<file path="src/rtl/dco_fmeter_pkg.sv">
// Shared types and helpers for the DCO frequency meter.
`timescale 1ps/1ps
package dco_fmeter_pkg;

   // Measurement sequencer states.
   typedef enum logic [1:0] {
      IDLE = 2'd0,
      ARM  = 2'd1,
      GATE = 2'd2,
      HOLD = 2'd3
   } fmeter_state_t;

   // Width of the gate down-counter. It only ever holds GATE_CYCLES-1, so
   // $clog2(GATE_CYCLES) bits are enough (GATE_CYCLES >= 2 gives >= 1 bit).
   function automatic int gate_cnt_w(input int gate_cycles);
      return $clog2(gate_cycles);
   endfunction

endpackage

</file>
<file path="src/rtl/dco_freq_meter_edge_sync_det.sv">
// edge_sync_det: brings an asynchronous oscillator into the clk domain through
// a SYNC_STAGES flop chain and emits a one-cycle pulse per synchronized rise.
`timescale 1ps/1ps
module edge_sync_det #(
   parameter int SYNC_STAGES = 2
) (
   input  logic clk,
   input  logic rst,
   input  logic d_async,
   output logic rise
);

   logic [SYNC_STAGES-1:0] sync;
   logic                   prev;

   // Synchronizer chain plus one extra flop holding the previous synchronized level.
   // NOTE: non-blocking assignments make every stage sample the old value of the
   // stage before it; blocking ones would collapse the chain into a single flop.
   always_ff @(posedge clk or posedge rst) begin
      if (rst) begin
         sync <= '0;
         prev <= 1'b0;
      end else begin
         sync <= {sync[SYNC_STAGES-2:0], d_async};
         prev <= sync[SYNC_STAGES-1];
      end
   end

   assign rise = sync[SYNC_STAGES-1] & ~prev;

endmodule

</file>
<file path="src/rtl/dco_freq_meter.sv">
// dco_freq_meter: counts rising edges of an asynchronous DCO output over a
// window of GATE_CYCLES clk cycles and presents the count with a valid/ready
// handshake. Define DCO_FMETER_CONT_EN to re-arm automatically after every
// accepted result (continuous mode); otherwise each result needs a start.
`timescale 1ps/1ps
module dco_freq_meter
   import dco_fmeter_pkg::*;
#(
   parameter int GATE_CYCLES = 1000,
   parameter int CNT_W       = 16,
   parameter int SYNC_STAGES = 2
) (
   input  logic             clk,
   input  logic             rst,
   input  logic             start,
   input  logic             osc_in,
   output logic             busy,
   output logic [CNT_W-1:0] count_out,
   output logic             count_valid,
   input  logic             count_ready,
   output logic             overflow
);

   localparam int             GW        = gate_cnt_w(GATE_CYCLES);
   localparam logic [GW-1:0]  GATE_LOAD = GW'(GATE_CYCLES - 1);
   localparam logic [CNT_W-1:0] CNT_MAX = '1;

   fmeter_state_t    state, state_nxt;
   logic [GW-1:0]    gate_cnt;
   logic [CNT_W-1:0] edge_cnt, edge_nxt;
   logic             ovf_flag, ovf_nxt;
   logic             rise;
   logic             handshake;
   logic             gate_done;

   edge_sync_det #(.SYNC_STAGES(SYNC_STAGES)) u_edge_sync_det (
      .clk     (clk),
      .rst     (rst),
      .d_async (osc_in),
      .rise    (rise)
   );

   assign handshake = count_valid & count_ready;
   assign gate_done = (state == GATE) && (gate_cnt == '0);
   assign busy      = (state != IDLE);

   // Saturating increment of the edge count; a rise at full scale sets overflow.
   // NOTE: every signal driven here gets a default first, so no path leaves it
   // unassigned and no latch is inferred.
   always_comb begin
      edge_nxt = edge_cnt;
      ovf_nxt  = ovf_flag;
      if (rise) begin
         if (edge_cnt == CNT_MAX) ovf_nxt  = 1'b1;
         else                     edge_nxt = edge_cnt + CNT_W'(1);
      end
   end

   // Sequencer next state: one ARM cycle, GATE_CYCLES of GATE, HOLD until accepted.
   always_comb begin
      state_nxt = state;
      case (state)
         IDLE: if (start) state_nxt = ARM;
         ARM:  state_nxt = GATE;
         GATE: if (gate_cnt == '0) state_nxt = HOLD;
         HOLD: if (handshake) begin
`ifdef DCO_FMETER_CONT_EN
            state_nxt = ARM;
`else
            state_nxt = IDLE;
`endif
         end
         default: state_nxt = IDLE;
      endcase
   end

   // State register.
   always_ff @(posedge clk or posedge rst) begin
      if (rst) state <= IDLE;
      else     state <= state_nxt;
   end

   // Gate down-counter and edge counter: cleared in ARM, active only in GATE.
   always_ff @(posedge clk or posedge rst) begin
      if (rst) begin
         gate_cnt <= '0;
         edge_cnt <= '0;
         ovf_flag <= 1'b0;
      end else if (state == ARM) begin
         gate_cnt <= GATE_LOAD;
         edge_cnt <= '0;
         ovf_flag <= 1'b0;
      end else if (state == GATE) begin
         if (gate_cnt != '0) gate_cnt <= gate_cnt - GW'(1);
         edge_cnt <= edge_nxt;
         ovf_flag <= ovf_nxt;
      end
   end

   // Result registers: captured on the last GATE cycle (including that cycle's
   // pulse) and held until the consumer accepts them.
   always_ff @(posedge clk or posedge rst) begin
      if (rst) begin
         count_out   <= '0;
         overflow    <= 1'b0;
         count_valid <= 1'b0;
      end else if (gate_done) begin
         count_out   <= edge_nxt;
         overflow    <= ovf_nxt;
         count_valid <= 1'b1;
      end else if (handshake) begin
         count_valid <= 1'b0;
      end
   end

endmodule

</file>
<file path="config.mk">
export PLATFORM = sky130hd
export DESIGN_NAME = dco_freq_meter
export DESIGN_NICKNAME = d
export VERILOG_FILES = /design/src/rtl/dco_fmeter_pkg.sv /design/src/rtl/dco_freq_meter_edge_sync_det.sv /design/src/rtl/dco_freq_meter.sv
export SDC_FILE = /design/constraint.sdc
export NUM_CORES = 1
export LEC_CHECK = 0
export ABC_CLOCK_PERIOD_IN_PS = 2200
export CAP_MARGIN = 5
export CELL_PAD_IN_SITES_DETAIL_PLACEMENT = 0
export CELL_PAD_IN_SITES_GLOBAL_PLACEMENT = 1
export CORE_AREA = 5 5 90 92
export DETAILED_ROUTE_END_ITERATION = 10
export DIE_AREA = 0 0 95 97
export PLACE_DENSITY_LB_ADDON = 0.1
export SYNTH_ARGS = -nofsm -noshare
export SYNTH_HDL_FRONTEND = slang
export SYNTH_SLANG_ARGS = --single-unit
</file>
<file path="constraint.sdc">
create_clock -name clk -period 2.2 [get_ports clk]
set_input_delay 0.44 -clock clk [delete_from_list [all_inputs] [get_ports clk]]
set_output_delay 0.44 -clock clk [all_outputs]
set_load 0.05 [all_outputs]
</file>
**Word-level counts from Yosys, hierarchy flattened**

Cells that the tools add are included.

- $add $sub $neg: 2
- Bitwise operators: 3
- Mux-type cells: 17
- Reduce and logical (&&, ||, !) cells: 10
- Equality and inequality tests: 7

Operators with widths:

| operator | number |
|---|---|
| two-way mux 16 bit | 4 |
| two-way mux 10 bit | 3 |
| adder 16 x 1 -> 16 bit, second input constant | 1 |
| equality test 16 bit, second input constant | 1 |
| logical NOT 10 bit | 1 |
| nonzero test 10 bit | 1 |
| subtractor 10 x 1 -> 10 bit, second input constant | 1 |
| case mux 2 bit (4 select lines) | 1 |
| nonzero test 2 bit | 4 |
| two-way mux 1 bit | 6 |
| two-way mux 2 bit | 3 |
| equality test 2 bit, second input constant | 2 |
| inequality test 2 bit, second input constant | 2 |
| AND reduction 3 bit | 1 |
| bitwise AND 1 bit | 2 |
| equality test 2 x 1 -> 1 bit, second input constant | 1 |
| logical NOT 2 bit | 1 |
| inequality test 2 x 1 -> 1 bit, second input constant | 1 |
| AND reduction 2 bit | 1 |
| logical AND 1 bit | 1 |
| NOT 1 bit | 1 |

- Bits in registers: 50
- Input port bits: 5
- Output and inout port bits: 19
- Logic and storage cells: 48

**Logic depth before layout (Yosys ltp)**

Gate-level depths: netlist of the first run.

- Word-level depth: 5
- Depth in mapped cells: 9
- Gate-level depth less buffers: 7

**By module**

From an unflattened synthesis of the first run, not the netlist that was laid out.

- Cells, all modules: 275
- Area, all modules: 2638.8 um2

Modules (own cells, without submodules):

| module | seq. area each (um2) | times used | cells each | area each (um2) |
|---|---|---|---|---|
| dco_freq_meter | 1176.1 | 1 | 270 | 2546.2 |
| edge_sync_det | 75.1 | 1 | 5 | 92.6 |

**Least setup slack after synthesis of the first run**

Ideal clock, no wire load.

- Path kind: register to register
- Start: reg gate_cnt[0]
- End: reg count_out[3]
- Setup time: 0.124 ns
- Data arrival time: 1.717 ns
- Buffers on the path: 2
- Path slack: 0.359 ns
- Cell stages (with the launch flop): 10
- Clock period less this slack: 1.841 ns
- Data required time: 2.076 ns
- Path through: dfrtp_1 > inv_1 > ha_1 > nor3b_1 > and3_1 > buf_2 > nand2_1 > clkbuf_1 > nor2_1 > a2bb2oi_1

- Word-level cells in the longest chain between the ends: 2

RTL lines:

| element | line | RTL |
|---|---|---|
| start, declared | dco_freq_meter.sv:29 | `logic [GW-1:0] gate_cnt;` |
| start signal, assigned | dco_freq_meter.sv:94 | `if (gate_cnt != '0) gate_cnt <= gate_cnt - GW'(1);` |
| logical NOT 10 bit | dco_freq_meter.sv:44 | `assign gate_done = (state == GATE) && (gate_cnt == '0);` |
| logical AND 1 bit | dco_freq_meter.sv:44 |  |
| end signal, assigned | dco_freq_meter.sv:108 | `count_out <= edge_nxt;` |
| end, declared | dco_freq_meter.sv:18 | `output logic [CNT_W-1:0] count_out,` |

No other way between the ends.
A chain may end at the register's enable or synchronous reset.

**Worst setup path in the final report of the first run**

- Start: reg edge_cnt[4]
- End: reg edge_cnt[7]

- Word-level cells in the longest chain between the ends: 5
- Elaborated cells on any way between the ends: 6
- Classes of those cells: add/sub: 1; eq/ne: 1; mux: 4

RTL lines:

| element | line | RTL |
|---|---|---|
| start, declared | dco_freq_meter.sv:30 | `logic [CNT_W-1:0] edge_cnt, edge_nxt;` |
| start signal, assigned | dco_freq_meter.sv:95 | `edge_cnt <= edge_nxt;` |
| adder 16 x 1 -> 16 bit / equality test 16 bit (equally long branches) | dco_freq_meter.sv:55, dco_freq_meter.sv:54 |  |
| two-way mux 16 bit * | dco_freq_meter.sv:54 | `if (edge_cnt == CNT_MAX) ovf_nxt = 1'b1;` |
| two-way mux 16 bit * | dco_freq_meter.sv:53 | `if (rise) begin` |
| two-way mux 16 bit * | dco_freq_meter.sv:93 | `end else if (state == GATE) begin` |
| two-way mux 16 bit * | dco_freq_meter.sv:89 | `end else if (state == ARM) begin` |

Every way passes the cells marked *; elsewhere a longest branch is shown, timed or not. The select of a mux whose other input is x is not followed.

==> results of run 1 <==
-- layer usage --
metal	routed length [um]	vias to the layer above	GRT usage, %	share of wire (%)
met3	160	5	2.79	2.6
met5	0	-	0	0
met1	3030	1024	19.9	48
li1	-	1101	-	-
met2	3020	25	24.6	48
met4	36	0	3.33	0.58
-- cells by family after synthesis --
| group | after synthesis | synth area share, % |
|---|---|---|
| xor gates and xnor gates | 10 | 3.22 |
| AOI/OAI and AO/OA | 81 | 20.0 |
| adders and majority gates | 6 | 2.76 |
| buffers and inverters | 32 | 4.69 |
| DFF | 50 | 46.0 |
| muxes | 4 | 1.47 |
| and+or+nand+nor | 112 | 21.8 |
-- power by group --
part           internal [mW]  switching [mW]  total (mW)
Sequential              1.05           0.164        1.21
Combinational          0.466           0.812        1.28
Clock                  0.220           0.281       0.501
-- worst register-to-register path, delay by kind of cell (launching register included) --
kind	cells	cell delay [ns]
and+or+nand+nor	4	1.10
DFF	1	0.49
AOI/OAI and AO/OA	1	0.27
-- sequential cells by signal, indices dropped and copies added (netlist names) --
| register | cells |
|---|---|
| edge_cnt | 16 |
| state | 2 |
| ovf_flag | 1 |
| u_edge_sync_det.prev | 1 |
| overflow | 1 |
| count_out | 16 |
| u_edge_sync_det.sync | 2 |
| count_valid | 1 |
| gate_cnt | 10 |
-- final cells by class --
class	instances	area [um2]	area share, %
Inverter	15	56.3	1.75
Timing Repair Buffer	35	355	11.1
Sequential cell	50	1250	39.0
Multi-Input combinational cell	213	1350	41.9
Tap cell	99	124	3.86
Clock buffer	7	76.3	2.38
-- placed cells by master (no fill, tap or decap), types with 5 or more instances in the layout --
cell type,count
dfrtp_1,50
clkbuf_8,5
nor2_1,20
a31oi_1,5
nand2_1,34
o21ai_0,30
inv_1,13
ha_1,6
buf_4,10
nand2b_1,6
nand3_1,9
nor3_1,10
xor2_1,6
a21oi_1,13
clkdlybuf4s50_1,22
-- how the worst max path moves through the flow --
| stage | endpoint | slack (ns) | depth (start not counted) |
|---|---|---|---|
| detailed placement | edge_cnt[7] | 0.27 | 5 |
| global route | gate_cnt[8] | 0.03 | 7 |
| floorplan | count_out[3] | 0.36 | 9 |
| global placement | edge_cnt[7] | 0.30 | 5 |
| finish | edge_cnt[7] | 0.24 | 5 |
| CTS | count_valid | 0.23 | 1 |
-- per-stage QoR --
| step | utilization [%] | cells | setup slack [ns] | power, mW |
|---|---|---|---|---|
| after global placement | 43.8 | 412 | 0.296 | 2.50 |
| final | 45.0 | 419 | 0.240 | 2.99 |
| after global routing | 45.0 | 419 | 0.0297 | 3.24 |
| after floorplan | - | 295 | 0.359 | 2.07 |
| after detailed placement | 43.8 | 412 | 0.269 | 2.50 |
| after CTS | 44.9 | 419 | 0.231 | 3.02 |
-- what timing repair did --
action,CTS,global route
setup buffers,0,0
gates resized for setup,0,1
endpoints found under the setup margin,0,2
==> metrics.csv, run 1 <==
metric,value,unit
Post-synth EDFFs,0,
worst hold slack,0.357,ns
DR vias,2155,
Hold Path End,u_edge_sync_det.sync[1],
hold path depth,0,
initial antenna violation count,0,
hpwl dp,4.59,mm
post-synthesis sequential area ratio,46.0,%
maximum achievable frequency,510,MHz
chip width,95,um
top cell types by occurrence after synthesis,"dfrtp_1 (50), nand2_1 (34), o21ai_0 (30), nor2_1 (20), inv_1 (14)",
Mapped Area,0.00272,mm2
Core ar.,0.00714,mm2
most frequent cell after synthesis,dfrtp_1,
Main synth FF type,dfrtp_1,
RSZ-0062 raised after global routing,false,
top area cells in the synthesized netlist,"dfrtp_1 (46%), o21ai_0 (5.5%), nand2_1 (4.7%)",
Fill cells,749,
Setup-failing EPs final,0,
VDD IR max,0.738,mV
routability cong.,0.799,
drt drc,0,
Worst-Skew Late Latency,0.30,ns
final wirelength,6.25,mm
port bufs,23,
First-pass DRT Iterations,4,
reg2reg setup slack,0.24,ns
critical-path cell list,nand3_1 > or4_4 > nor2_1 > nor4b_1 > a211o_1,
Hold WC Path Type,reg2reg,
fin area,0.00321,mm2
worst path required time,2.39,ns
CTS tree,done,
grt ovf,0,
Synth Net Count,306,
Arrival @ worst endpoint,2.15,ns
GR Util All Layers,14.9,%
drt via density,5.14,
largest net degree at the start of global routing,29,
htree depth,2,
"Async S/R FF share, synth",100,%
type of the worst setup path,reg2reg,
critical path's top delay family,simple AND/OR/NAND/NOR gates,
num rows,31,
post-synthesis cell count,295,
Initial Util,38.1,%
clk root buf,clkbuf_8,
CP Capture Type,flip-flop,
reg2reg end,edge_cnt[7],
critical path's largest stage delay,0.50,ns
TritonCTS Buffers,5,
synth warn,0,
Slew Limit Fails,0,
Max Clock Skew,0.00664,ns
hold_sp,u_edge_sync_det.sync[0],
first-pass GRT wire length,11.0,mm
area grow syn2layout,18.0,%
worst path bufs/invs,0,
clock slew at reported path FFs,0.08,ns
R2R depth,5,
Placed Area,0.00313,mm2
run status,"complete, no violations",
clk sinks,50,
Routed WL per cell,14.9,um
Max Cap Violations,0,
post-synth top area cell,dfrtp_1,
Crit Path Max Fanout,8,
Final ANT Viol Nets,0,
area share of the largest cell type after synthesis,46.0,%
Die Y,97,um
startpoint types,flip-flop,
DIE AREA,0.00922,mm2
Ports,24,
final cycle utilization of the critical path,89.1,%
CP startpoint,edge_cnt[4],
DRT iter0 DRCs,71,
Total Nets Final,331,
"flops & latches, synth",50,
slowest CP cell,or4_4,
worst slew pin tran,0.500,ns
r2r startpoint,edge_cnt[4],
Static Leak,1.31,nW
ANT cells,0,
Yosys cell types,55,
Power Dens Cells,932,mW/mm2
final critical-path required period,1.96,ns
CTS Hold Buffers Added,0,
vias in the first global route,2190,
Fin Setup TNS,0,ns
Worst slew margin,66.6,%
final hold violation count,0,
layout cells sized above 1,10.6,%
Clock Path Buffers,2,
Avg Inst Size Synth,9.22,um2
(Power assumes the default switching activity.)
==> run 2, diff against run 1 <==
- GPL_ROUTABILITY_DRIVEN: unset -> 0
- MAX_ROUTING_LAYER: unset -> met4
- TNS_END_PERCENT: unset -> 5
==> run 2 against run 1 <==
Core utilization unchanged. Highest routed layer unchanged. Power about the same. Critical path depth unchanged. Sequential cell count unchanged. Sequential share of layout area unchanged. Clock power about the same. Non-clock buffer count unchanged. Die area unchanged. Via count down 0.19%. Hold slack unchanged. Register-to-register slack about the same. Sequential power about the same.
==> metrics.csv, run 2 (same netlist as run 1, synthesis figures left out) <==
metric,value,unit,change
vias in the first global route,2198,,+0.37%
clk sinks,50,,unchanged
final hold violation count,0,,unchanged
DRT iter0 DRCs,76,,+7.0%
critical-path cell list,nand3_1 > or4_4 > nor2_1 > nor4b_1 > a211o_1,,
port bufs,23,,unchanged
Top Registers,"count_out (16), edge_cnt (16), gate_cnt (10)",,
CP Capture Type,flip-flop,,
Core ar.,0.00714,mm2,unchanged
initial antenna violation count,0,,unchanged
Initial Util,38.1,%,unchanged
drt via density,5.13,,-0.19%
Slew Limit Fails,0,,unchanged
run status,"complete, no violations",,
hpwl dp,4.59,mm,unchanged
Clock Path Buffers,2,,unchanged
type of the worst setup path,reg2reg,,
TritonCTS Buffers,5,,unchanged
maximum achievable frequency,511,MHz,about the same
startpoint types,flip-flop,,
Arrival @ worst endpoint,2.15,ns,about the same
DR vias,2151,,-0.19%
worst slew pin tran,0.500,ns,-0.00000584 ns
clock slew at reported path FFs,0.09,ns,about the same
layout cells sized above 1,10.6,%,unchanged
drt drc,0,,unchanged
VDD IR max,0.735,mV,-0.42%
clk root buf,clkbuf_8,,
GR Util All Layers,15.3,%,+0.41 points
Setup-failing EPs final,0,,unchanged
worst path required time,2.39,ns,about the same
largest net degree at the start of global routing,29,,unchanged
Hold WC Path Type,reg2reg,,
Power Dens Cells,932,mW/mm2,about the same
Worst slew margin,66.6,%,about the same
Total Nets Final,331,,unchanged
final critical-path required period,1.96,ns,-0.00113 ns
"most common cell after layout, fill and taps aside",dfrtp_1,,
Fin Setup TNS,0,ns,unchanged
slowest CP cell,or4_4,,
most frequent cells in the layout,"dfrtp_1 (50), nand2_1 (34), o21ai_0 (30)",,
Inst Count DP,412,,unchanged
area grow syn2layout,18.0,%,unchanged
critical path's largest stage delay,0.50,ns,about the same
final cycle utilization of the critical path,89.0,%,about the same
first-pass GRT wire length,11.0,mm,+0.13%
num rows,31,,unchanged
ANT cells,0,,unchanged
CTS tree,done,,
final wirelength,6.23,mm,-0.19%
chip width,95,um,unchanged
htree depth,2,,unchanged
Final Instance Count excl. Fillers,419,,unchanged
Final ANT Viol Nets,0,,unchanged
Routed WL per cell,14.9,um,-0.19%
First-pass DRT Iterations,4,,unchanged
total power,2.99,mW,about the same
Ports,24,,unchanged
Worst-Skew Late Latency,0.30,ns,about the same
Max Cap Violations,0,,unchanged
reg2reg setup slack,0.24,ns,about the same
Crit Path Max Fanout,8,,unchanged
Static Leak,1.31,nW,unchanged
RSZ-0062 raised after global routing,false,,
Die Y,97,um,unchanged
DIE AREA,0.00922,mm2,unchanged
grt ovf,0,,unchanged
Max Clock Skew,0.00658,ns,-0.0000573 ns
==> run 2: cell counts in the layout (fill, tap and decap cells not counted) <==
No cell type changed its count.
==> run 2: metrics by stage <==
step	util (%)	setup WS [ns]	cell area, um2	hold WS [ns]
floorplan	-	0.359	2720	0.331
global placement	43.8	0.296	3130	0.333
detailed placement	43.8	0.269	3130	0.341
CTS	44.9	0.231	3200	0.361
global route	45.0	0.0444	3210	0.370
finish	45.0	0.241	3210	0.357
==> run 2: area by class of cell <==
class	count	area, um2
fillers	749	3930
multi-input cells	213	1350
flip-flops and latches	50	1250
repair buffers	35	355
well taps	99	124
clock buffers	7	76.3
inverters	15	56.3
==> run 2: critical path, delay by kind of cell, from the launching register on <==
kind             cells  cell delay, ns
AND/OR/NAND/NOR      4            1.09
AO/OA/AOI/OAI        1            0.27
flip-flops           1            0.49
==> run 2: where the power goes <==
group / total (mW) / switching, mW / internal [mW]
Sequential: 1.21 / 0.165 / 1.05
Clock: 0.504 / 0.285 / 0.220
Combinational: 1.27 / 0.808 / 0.466
Total: 2.99 / 1.26 / 1.73
==> run 2: path summary, 6_finish.rpt <==
| check | from | endpoint | depth (start not counted) |
|---|---|---|---|
| max | edge_cnt[4] | edge_cnt[7] | 5 |
| min | u_edge_sync_det.sync[0] | u_edge_sync_det.sync[1] | 0 |
| max reg2reg | edge_cnt[4] | edge_cnt[7] | 5 |
| min reg2reg | u_edge_sync_det.sync[0] | u_edge_sync_det.sync[1] | 0 |
| max in group asynchronous | rst | count_valid | 3 |
| min in group asynchronous | rst | edge_cnt[7] | 2 |
==> run 2: per-layer routing <==
metal / wire length [um] / up-vias / share of wire [%] / GRT usage (%)
met5: 0 / - / 0 / -
met4: 48 / 0 / 0.77 / 3.33
met3: 151 / 5 / 2.4 / 2.79
met2: 3010 / 19 / 48 / 24.7
met1: 3020 / 1023 / 48 / 19.8
li1: - / 1104 / - / -
==> run 2: timing repair <==
| action | CTS | global route |
|---|---|---|
| setup buffers | 0 | 0 |
| gates resized for setup | 0 | 1 |
| endpoints found under the setup margin | 0 | 2 |
| hold buffers | 0 | 0 |
==> run 3, diff against run 2 <==
- CORE_AREA: 5 5 90 92 -> 5 5 85 87
- DIE_AREA: 0 0 95 97 -> 0 0 90 92
==> run 3 against run 2 <==
Hold slack worse by 0.0026 ns. Clock power is 9.1% higher. Critical path depth stayed put. Cell area is 1.7% lower. Cell count is 5.5% lower. Worst setup slack better by 0.015 ns. Power hardly changed. Sequential share of layout area is 0.66 points higher. Die area is 10% lower. Critical path type unchanged. Critical endpoint unchanged. Largest cell class unchanged. Largest power group unchanged.
==> metrics.csv, run 3 (same netlist as run 1, synthesis figures left out) <==
metric,value,unit,change
final critical-path required period,1.94,ns,-0.0150 ns
ANT cells,0,,unchanged
DRT met1 WL,2.77,mm,-8.2%
Static Leak,1.29,nW,-1.0%
DR vias,2136,,-0.70%
CP Capture Type,flip-flop,,
RSZ-0062 raised after global routing,false,,
Clk pwr share,18.4,%,+1.5 points
CP startpoint,edge_cnt[13],,
Crit Path Max Fanout,8,,unchanged
Hold Path End,u_edge_sync_det.sync[1],,
maximum achievable frequency,514,MHz,+0.77%
initial antenna violation count,0,,unchanged
critical-path cell list,nand3_2 > or4_4 > nor2_1 > nor4b_1 > a211o_1,,
critical path's largest stage delay,0.61,ns,+0.11 ns
worst slew pin tran,0.545,ns,+0.0449 ns
Fill cells,587,,-22%
DIE AREA,0.00828,mm2,-10%
Top Registers,"count_out (16), edge_cnt (16), gate_cnt (10)",,
port bufs,23,,unchanged
area grow syn2layout,16.1,%,
final wirelength,5.82,mm,-6.6%
CTS tree,done,,
slowest CP cell,or4_4,,
Clock Path Buffers,2,,unchanged
final cycle utilization of the critical path,88.4,%,-0.68 points
Slew Limit Fails,0,,unchanged
R2R depth,5,,unchanged
worst path bufs/invs,0,,unchanged
final hold violation count,0,,unchanged
hold_sp,u_edge_sync_det.sync[0],,
critical path's top delay family,simple AND/OR/NAND/NOR gates,,
clk sinks,50,,unchanged
Fin Setup TNS,0,ns,unchanged
Final ANT Viol Nets,0,,unchanged
reg2reg end,edge_cnt[7],,
Routed WL per cell,14.7,um,-1.2%
"most common cell after layout, fill and taps aside",dfrtp_1,,
met2 WL,2.79,mm,-7.5%
Hold WC Path Type,reg2reg,,
VDD IR max,0.701,mV,-4.7%
Core ar.,0.00628,mm2,-12%
Flop pwr share,40.6,%,about the same
Power Dens Cells,948,mW/mm2,+1.8%
drt drc,0,,unchanged
Max Clock Skew,0.00929,ns,+0.00271 ns
Ports,24,,unchanged
startpoint types,flip-flop,,
type of the worst setup path,reg2reg,,
DRT iter0 DRCs,158,,+110%
drt via density,5.39,,+5.1%
met3 wire length,171,um,+13%
hold path depth,0,,unchanged
largest net degree at the start of global routing,51,,+76%
clock slew at reported path FFs,0.09,ns,about the same
switch share,40.8,%,-1.2 points
r2r startpoint,edge_cnt[13],,
Combinational Power Share,41.1,%,-1.5 points
layout cells sized above 1,10.7,%,+0.033 points
Max Cap Violations,0,,unchanged
vias in the first global route,2188,,-0.45%
most frequent cells in the layout,"dfrtp_1 (50), nand2_1 (34), o21ai_0 (30)",,
clk root buf,clkbuf_8,,
hpwl dp,4.19,mm,-8.6%
worst path required time,2.39,ns,about the same
reg2reg setup slack,0.26,ns,+0.02 ns
NetSw,1.22,mW,-2.8%
run status,"complete, no violations",,
First-pass DRT Iterations,4,,unchanged
Internal,1.77,mW,+2.1%
first-pass GRT wire length,10.7,mm,-2.8%
chip width,90,um,-5.3%
Inst Count DP,388,,-5.8%
htree depth,2,,unchanged
top layer in use,met4,,
TritonCTS Buffers,5,,unchanged
Die Y,92,um,-5.2%
GR Util All Layers,15.8,%,+0.54 points
CTS Hold Buffers Added,0,,unchanged
grt ovf,0,,unchanged
Initial Util,43.3,%,+5.2 points
Worst-Skew Late Latency,0.31,ns,about the same
Worst slew margin,63.2,%,-3.4 points
Final Instance Count excl. Fillers,396,,-5.5%
Total Nets Final,329,,-0.60%
num rows,29,,-6.5%
Setup-failing EPs final,0,,unchanged
Arrival @ worst endpoint,2.13,ns,-0.02 ns
run 3: cell types whose count changed in the layout (fill, tap and decap cells not counted):
cell,delta
nor3_2,+1
buf_12,-2
clkbuf_8,+1
clkinv_2,+1
clkbuf_1,-1
a221oi_2,-1
nor3_1,-1
a221oi_1,+1
run 3: how the worst max path moves through the flow:
stage,endpoint,slack (ns),cells past startpoint
6_report,edge_cnt[7],0.26,5
3_3_place_gp,count_out[6],0.18,6
3_5_place_dp,gate_cnt[8],0.23,7
4_1_cts,gate_cnt[8],0.21,7
5_1_grt,count_out[6],0.07,6
2_1_floorplan,count_out[3],0.36,9
run 3: power groups by stage:
stage	Clock, mW	Combinational, mW	Sequential, mW
floorplan	0	0.908	1.16
global placement	0	1.23	1.23
detailed placement	0	1.24	1.23
CTS	0.580	1.24	1.21
global route	0.619	1.42	1.24
finish	0.550	1.23	1.21
run 3: cell type report:
class	count	area [um2]	share of cell area, %
repair buffers	33	315	9.99
flip-flops and latches	50	1250	39.7
multi-input cells	213	1350	42.6
clock inverters	1	5.00	0.159
clock buffers	7	86.3	2.74
inverters	15	56.3	1.78
well taps	77	96.3	3.05
run 3: through the flow:
step | hold WS (ns) | util [%] | setup WS (ns) | power [mW] | area (um2)
CTS | 0.357 | 50.2 | 0.210 | 3.03 | 3150
finish | 0.355 | 50.3 | 0.256 | 2.99 | 3160
global placement | 0.332 | 48.7 | 0.181 | 2.45 | 3060
global route | 0.382 | 50.3 | 0.0672 | 3.28 | 3160
floorplan | 0.331 | - | 0.359 | 2.07 | 2720
detailed placement | 0.336 | 48.7 | 0.231 | 2.47 | 3060
run 3: worst register-to-register path, delay by kind of cell, from the launching register on:
family,cells,cell delay [ns]
AOI/OAI and AO/OA,1,0.28
and+or+nand+nor,4,1.08
DFF,1,0.47
run 3: metal layers:
| metal | vias up | GRT usage (%) |
|---|---|---|
| met1 | 1001 | 20.1 |
| met5 | - | - |
| met2 | 25 | 25.6 |
| met4 | 0 | 4.47 |
| met3 | 9 | 3.27 |
| li1 | 1101 | - |
run 3: timing repair:
action | CTS | global route
buffers inserted | 0 | 0
gates resized for setup | 0 | 1
setup endpoints to repair | 0 | 1
